[src/rtl/seed_req_sched.sv]
// Round-robin request scheduler for a SEED core: arbitrates two requesters, drives the
// two-beat block/key load, waits for done with a timeout, returns the result, resets the core on a hang.
module seed_req_sched #(
    parameter int unsigned TIMEOUT = 4096
) (
    input  logic         Clk,
    input  logic         Rst,
    input  logic         i_fReq0,
    input  logic         i_fReq1,
    input  logic [127:0] i_Blk0,
    input  logic [127:0] i_Blk1,
    input  logic [127:0] i_Key0,
    input  logic [127:0] i_Key1,
    input  logic         i_fDec0,
    input  logic         i_fDec1,
    output logic         o_fAck0,
    output logic         o_fAck1,
    output logic         o_fDone0,
    output logic         o_fDone1,
    output logic [127:0] o_Data,
    output logic         o_fErr,
    output logic         o_fBusy,
    output logic         o_Core_Rst,
    output logic         o_Core_fStart,
    output logic [127:0] o_Core_Data,
    output logic         o_Core_fDec,
    input  logic [127:0] i_Core_Data,
    input  logic         i_Core_fDone
);

    typedef enum logic [2:0] {StIdle, StLoadBlk, StLoadKey, StWait, StResp, StClr} state_e;

    localparam logic [15:0] CntMax = 16'(TIMEOUT - 1);

    state_e        state_q, state_d;
    logic          ptr_q, ptr_d, id_q, id_d, dec_q, dec_d;
    logic          ack0_q, ack0_d, ack1_q, ack1_d, err_q, err_d, core_rst_q, core_rst_d;
    logic [127:0]  blk_q, blk_d, key_q, key_d, data_q, data_d;
    logic [15:0]   cnt_q, cnt_d;
    logic          win;

    // Pointer holds the last winner; on contention the other requester wins.
    always_comb begin
        win = (i_fReq0 && i_fReq1) ? ~ptr_q : i_fReq1;
    end

    always_comb begin
        state_d = state_q;
        ptr_d   = ptr_q;
        id_d    = id_q;
        dec_d   = dec_q;
        blk_d   = blk_q;
        key_d   = key_q;
        data_d  = data_q;
        err_d   = err_q;
        cnt_d   = cnt_q;
        ack0_d  = 1'b0;
        ack1_d  = 1'b0;
        unique case (state_q)
            StIdle: begin
                if (i_fReq0 || i_fReq1) begin
                    ptr_d   = win;
                    id_d    = win;
                    blk_d   = win ? i_Blk1 : i_Blk0;
                    key_d   = win ? i_Key1 : i_Key0;
                    dec_d   = win ? i_fDec1 : i_fDec0;
                    ack0_d  = ~win;
                    ack1_d  = win;
                    state_d = StLoadBlk;
                end
            end
            StLoadBlk: state_d = StLoadKey;
            StLoadKey: begin
                cnt_d   = '0;
                state_d = StWait;
            end
            StWait: begin
                // Done takes priority over a simultaneous timeout.
                if (i_Core_fDone) begin
                    data_d  = i_Core_Data;
                    err_d   = 1'b0;
                    state_d = StResp;
                end else if (cnt_q == CntMax) begin
                    data_d  = '0;
                    err_d   = 1'b1;
                    state_d = StResp;
                end else begin
                    cnt_d = cnt_q + 16'd1;
                end
            end
            StResp: state_d = err_q ? StClr : StIdle;
            StClr: state_d = StIdle;
            default: state_d = StIdle;
        endcase
        core_rst_d = (state_d != StClr);
    end

    always_ff @(posedge Clk or negedge Rst) begin
        if (!Rst) begin
            state_q    <= StIdle;
            ptr_q      <= 1'b1;
            id_q       <= 1'b0;
            dec_q      <= 1'b0;
            blk_q      <= '0;
            key_q      <= '0;
            data_q     <= '0;
            err_q      <= 1'b0;
            cnt_q      <= '0;
            ack0_q     <= 1'b0;
            ack1_q     <= 1'b0;
            core_rst_q <= 1'b1;
        end else begin
            state_q    <= state_d;
            ptr_q      <= ptr_d;
            id_q       <= id_d;
            dec_q      <= dec_d;
            blk_q      <= blk_d;
            key_q      <= key_d;
            data_q     <= data_d;
            err_q      <= err_d;
            cnt_q      <= cnt_d;
            ack0_q     <= ack0_d;
            ack1_q     <= ack1_d;
            core_rst_q <= core_rst_d;
        end
    end

    always_comb begin
        o_Core_Data = '0;
        o_Core_fDec = 1'b0;
        unique case (state_q)
            StLoadBlk: begin
                o_Core_Data = blk_q;
                o_Core_fDec = dec_q;
            end
            StLoadKey, StWait: begin
                o_Core_Data = key_q;
                o_Core_fDec = dec_q;
            end
            default: ;
        endcase
    end

    assign o_fAck0       = ack0_q;
    assign o_fAck1       = ack1_q;
    assign o_fDone0      = (state_q == StResp) && !id_q;
    assign o_fDone1      = (state_q == StResp) && id_q;
    assign o_Data        = data_q;
    assign o_fErr        = err_q;
    assign o_fBusy       = (state_q != StIdle);
    assign o_Core_Rst    = core_rst_q;
    assign o_Core_fStart = (state_q == StLoadBlk);

endmodule

[config.mk]
export PLATFORM = sky130hd
export DESIGN_NAME = seed_req_sched
export DESIGN_NICKNAME = d
export VERILOG_FILES = /design/src/rtl/seed_req_sched.sv
export SDC_FILE = /design/constraint.sdc
export NUM_CORES = 1
export LEC_CHECK = 0
export CAP_MARGIN = 5
export CORE_AREA = 2 2 351 353
export DETAILED_ROUTE_END_ITERATION = 8
export DIE_AREA = 0 0 353 355
export SETUP_SLACK_MARGIN = 0.02
export SYNTH_ARGS = -nofsm -noshare
export SYNTH_HDL_FRONTEND = slang
export SYNTH_SLANG_ARGS = --single-unit
[constraint.sdc]
create_clock -name Clk -period 3.5 [get_ports Clk]
set_clock_uncertainty 0.2 [all_clocks]
set_input_delay 0.7 -clock Clk [delete_from_list [all_inputs] [get_ports Clk]]
set_output_delay 0.7 -clock Clk [all_outputs]
set_load 0.01 [all_outputs]
==> out/results.txt <==
CTS sink count = 410
P_leak = 14.9 nW
Count of final max-slew check failures = 0
Vias in the first global route = 18000
Max Cap Viol = 0
DRC Markers = 0
DIE WIDTH = 353 µm
Total GRT Usage = 0.145
Flops & latches, synth = 410
Syn_nets = 2146
Crit path DAT = 2460 ps
Worst Max-Slew Pin Slew = 911 ps
R2R Path Start = cnt_q[0]
Max Clk Rate = 297 MHz
Fin crit period = 3360 ps
Crit path capture = o_Core_Data[98]
Part of the Yosys area used for sequential elements = 0.560
Slew HR = 0.393
Largest net degree at the start of global routing = 131
CP startpoint = state_q[2]
Core area = 121000 µm²
Port bufs = 911
CP Class = reg -> out
RSZ-0062 raised after global routing = true
Asr flop ratio synth = 1.00
Crit share post-route = 0.961
WP data required = 2600 ps
Clock-pin slew on the worst setup and hold paths = 60 ps
Die H = 355 µm
Root Buffer Master = clkbuf_16
Die ar. = 125000 µm²
DR vias = 17600
Vias per cell = 4.31
Mapped Avg Cell Area = 12.2 µm²
Setup TNS = 0 ps
Reg2reg end = o_Data[61]
Layout cells sized above 1 = 0.0865
H-tree levels = 2
DPL Wire Length = 69.7 mm
Crit Path Max Fanout = 27
Synthesized cell area = 18300 µm²
CTS tree = done
Post-synth EDFFs = 0
Ys flop type = dfrtp_1
Total Power = 28.6 mW
Hold Path Class = reg -> reg
Total Wirelength = 96.2 mm
Startpoint types = flip-flop
Initial antenna violation count = 6
Hold Violations, Final = 0
R2R depth = 6
Result of the run = finished, final reports clean
Initial DRC count = 1567
R2R Setup Slk = 810 ps
Final Net Count = 3069
Post-synth top area share = 0.557
WL/cell = 23.5 µm
Post-Synthesis Cells = 1498
Yosys warns = 0
Synth area leader = dfrtp_1
Worst Setup End Kind = primary output
# rows = 128
Worst skew pair latency = 640 ps
Drt pass-1 iters = 7
Final setup viols = 0
Num CTS Buffers = 52
Fin Hold WS = 282 ps
PD cells = 896 nW/µm²
Gpl congestion = 0.958
Starting Density = 0.151
Footprint of the multi-input gates = 7360 µm²
Fillers = 12800
Synth unique cells = 44
# IOs = 912
Antenna-violating nets left = 0
Area grow syn2layout = 74.2%
Worst vdd ir = 0.000415 V
Global-route wire length before repair = 134 mm
Sequential Area = 10300 µm²
Top cells by area, synth = dfrtp_1, a22o_1, a21o_1
Clk buf depth = 3
Overflow after GRT = 0
-- per-stage QoR --
stage | util | worst slack (ps) | cells | area, µm²
2_1_floorplan | - | 1080 | 1498 | 18300
3_3_place_gp | 0.245 | 441 | 3969 | 29800
3_5_place_dp | 0.245 | 440 | 3969 | 29800
4_1_cts | 0.261 | 20.8 | 4077 | 31700
5_1_grt | 0.263 | 17.8 | 4091 | 31900
6_report | 0.263 | 137 | 4093 | 31900
-- cell usage after synthesis, types with 2 or more instances --
cell type / instances
and3_1: 11
and4_1: 3
nand2_1: 51
mux2i_1: 35
buf_2: 58
nor3_1: 13
and2_1: 2
a31oi_1: 10
a21o_1: 226
a22o_1: 479
a21oi_1: 4
clkbuf_1: 73
nand3_1: 9
a41oi_1: 2
dfrtp_1: 408
o211ai_1: 2
inv_1: 6
buf_1: 8
o21ai_0: 36
nor2_1: 12
a41o_1: 3
a221o_1: 8
buf_6: 13
nand4_1: 5
dfstp_2: 2
-- worst max-delay path: stages (launching register included) --
cell             delay (ps)
dfrtp_2                 450
nor2b_4                 150
buf_12                  210
buf_16                  220
a22o_1                  160
clkdlybuf4s50_1         550
-- sequential cells by signal, indices dropped and copies added, names as in the netlist --
name and flops:
key_q 128, dec_q 1, o_fAck1 1, o_Core_Rst 1, cnt_q 16, o_fErr 1, o_Data 128, blk_q 128
id_q 1, o_fAck0 1, ptr_q 1, state_q 3
-- routing by layer --
layer / GRT usage / vias to the layer above / wire length, µm / share of wire
met2: 0.224 / 935 / 43300 / 0.45
li1: - / 7687 / - / -
met3: 0.0614 / 152 / 10800 / 0.11
met4: 0.0525 / 2 / 3090 / 0.032
met1: 0.180 / 8852 / 39000 / 0.41
met5: 0 / - / 8 / 0.000083
-- how the worst min path moves through the flow --
stage	start	slack, ps	cells after the start	end
2_1_floorplan	Rst	200	0	blk_q[0]
3_3_place_gp	blk_q[77]	260	2	blk_q[77]
3_5_place_dp	blk_q[77]	270	2	blk_q[77]
4_1_cts	blk_q[77]	280	2	blk_q[77]
5_1_grt	blk_q[77]	310	2	blk_q[77]
6_report	blk_q[77]	280	2	blk_q[77]
-- where the power goes --
part | internal [mW] | switching (mW)
combinational | 7.57 | 6.43
clock | 3.34 | 2.35
sequential | 7.01 | 1.87
total | 17.9 | 10.6
-- layout make-up --
cell class                 count  area share
tap                         1625      0.0637
inverter                       6    0.000706
antenna                        5    0.000392
clock inverter                20     0.00910
sequential                   410       0.322
timing repair buffer        1022       0.327
multi-input combinational    929       0.231
clock buffer                  76      0.0467
-- kinds of logic (layout without fill, tap and decap cells) --
kind of cell,after synthesis,in the layout,share of synthesized area
AOI/OAI and AO/OA,777,777,0.347
DFF,410,410,0.560
buffers and inverters,159,1124,0.0421
and+or+nand+nor,116,116,0.0308
muxes,35,35,0.0191
adders and majority gates,1,1,0.000683
other,0,5,0
-- timing repair --
item                                    in CTS  in global routing
setup buffers                                7                 10
endpoints found under the hold margin       62                  0
hold buffers                                 1                  0
endpoints found under the setup margin     129                 27
resized for setup                          121                 11
pin swaps                                    1                  0
cloned                                       4                  1
-- cell usage in the layout, fill, tap and decap left out, drive strengths merged, types with 3 or more instances in the layout --
| cell type | netlist | layout |
|---|---|---|
| a21o | 226 | 226 |
| a21oi | 4 | 4 |
| a221o | 8 | 8 |
| a22o | 479 | 479 |
| a31oi | 10 | 10 |
| a41o | 4 | 4 |
| and3 | 11 | 11 |
| and4 | 3 | 3 |
| buf | 80 | 110 |
| bufinv | 0 | 5 |
| clkbuf | 73 | 77 |
| clkdlybuf4s50 | 0 | 798 |
| clkinv | 0 | 9 |
| clkinvlp | 0 | 4 |
| dfrtp | 408 | 408 |
| diode | 0 | 5 |
| dlygate4sd2 | 0 | 100 |
| dlymetal6s2s | 0 | 11 |
| inv | 6 | 8 |
| mux2i | 35 | 35 |
| nand2 | 51 | 51 |
| nand3 | 10 | 10 |
| nand4 | 5 | 5 |
| nor2 | 13 | 13 |
| nor3 | 14 | 14 |
| o21ai | 37 | 37 |
Note: power is estimated with default switching activity, not from simulation.
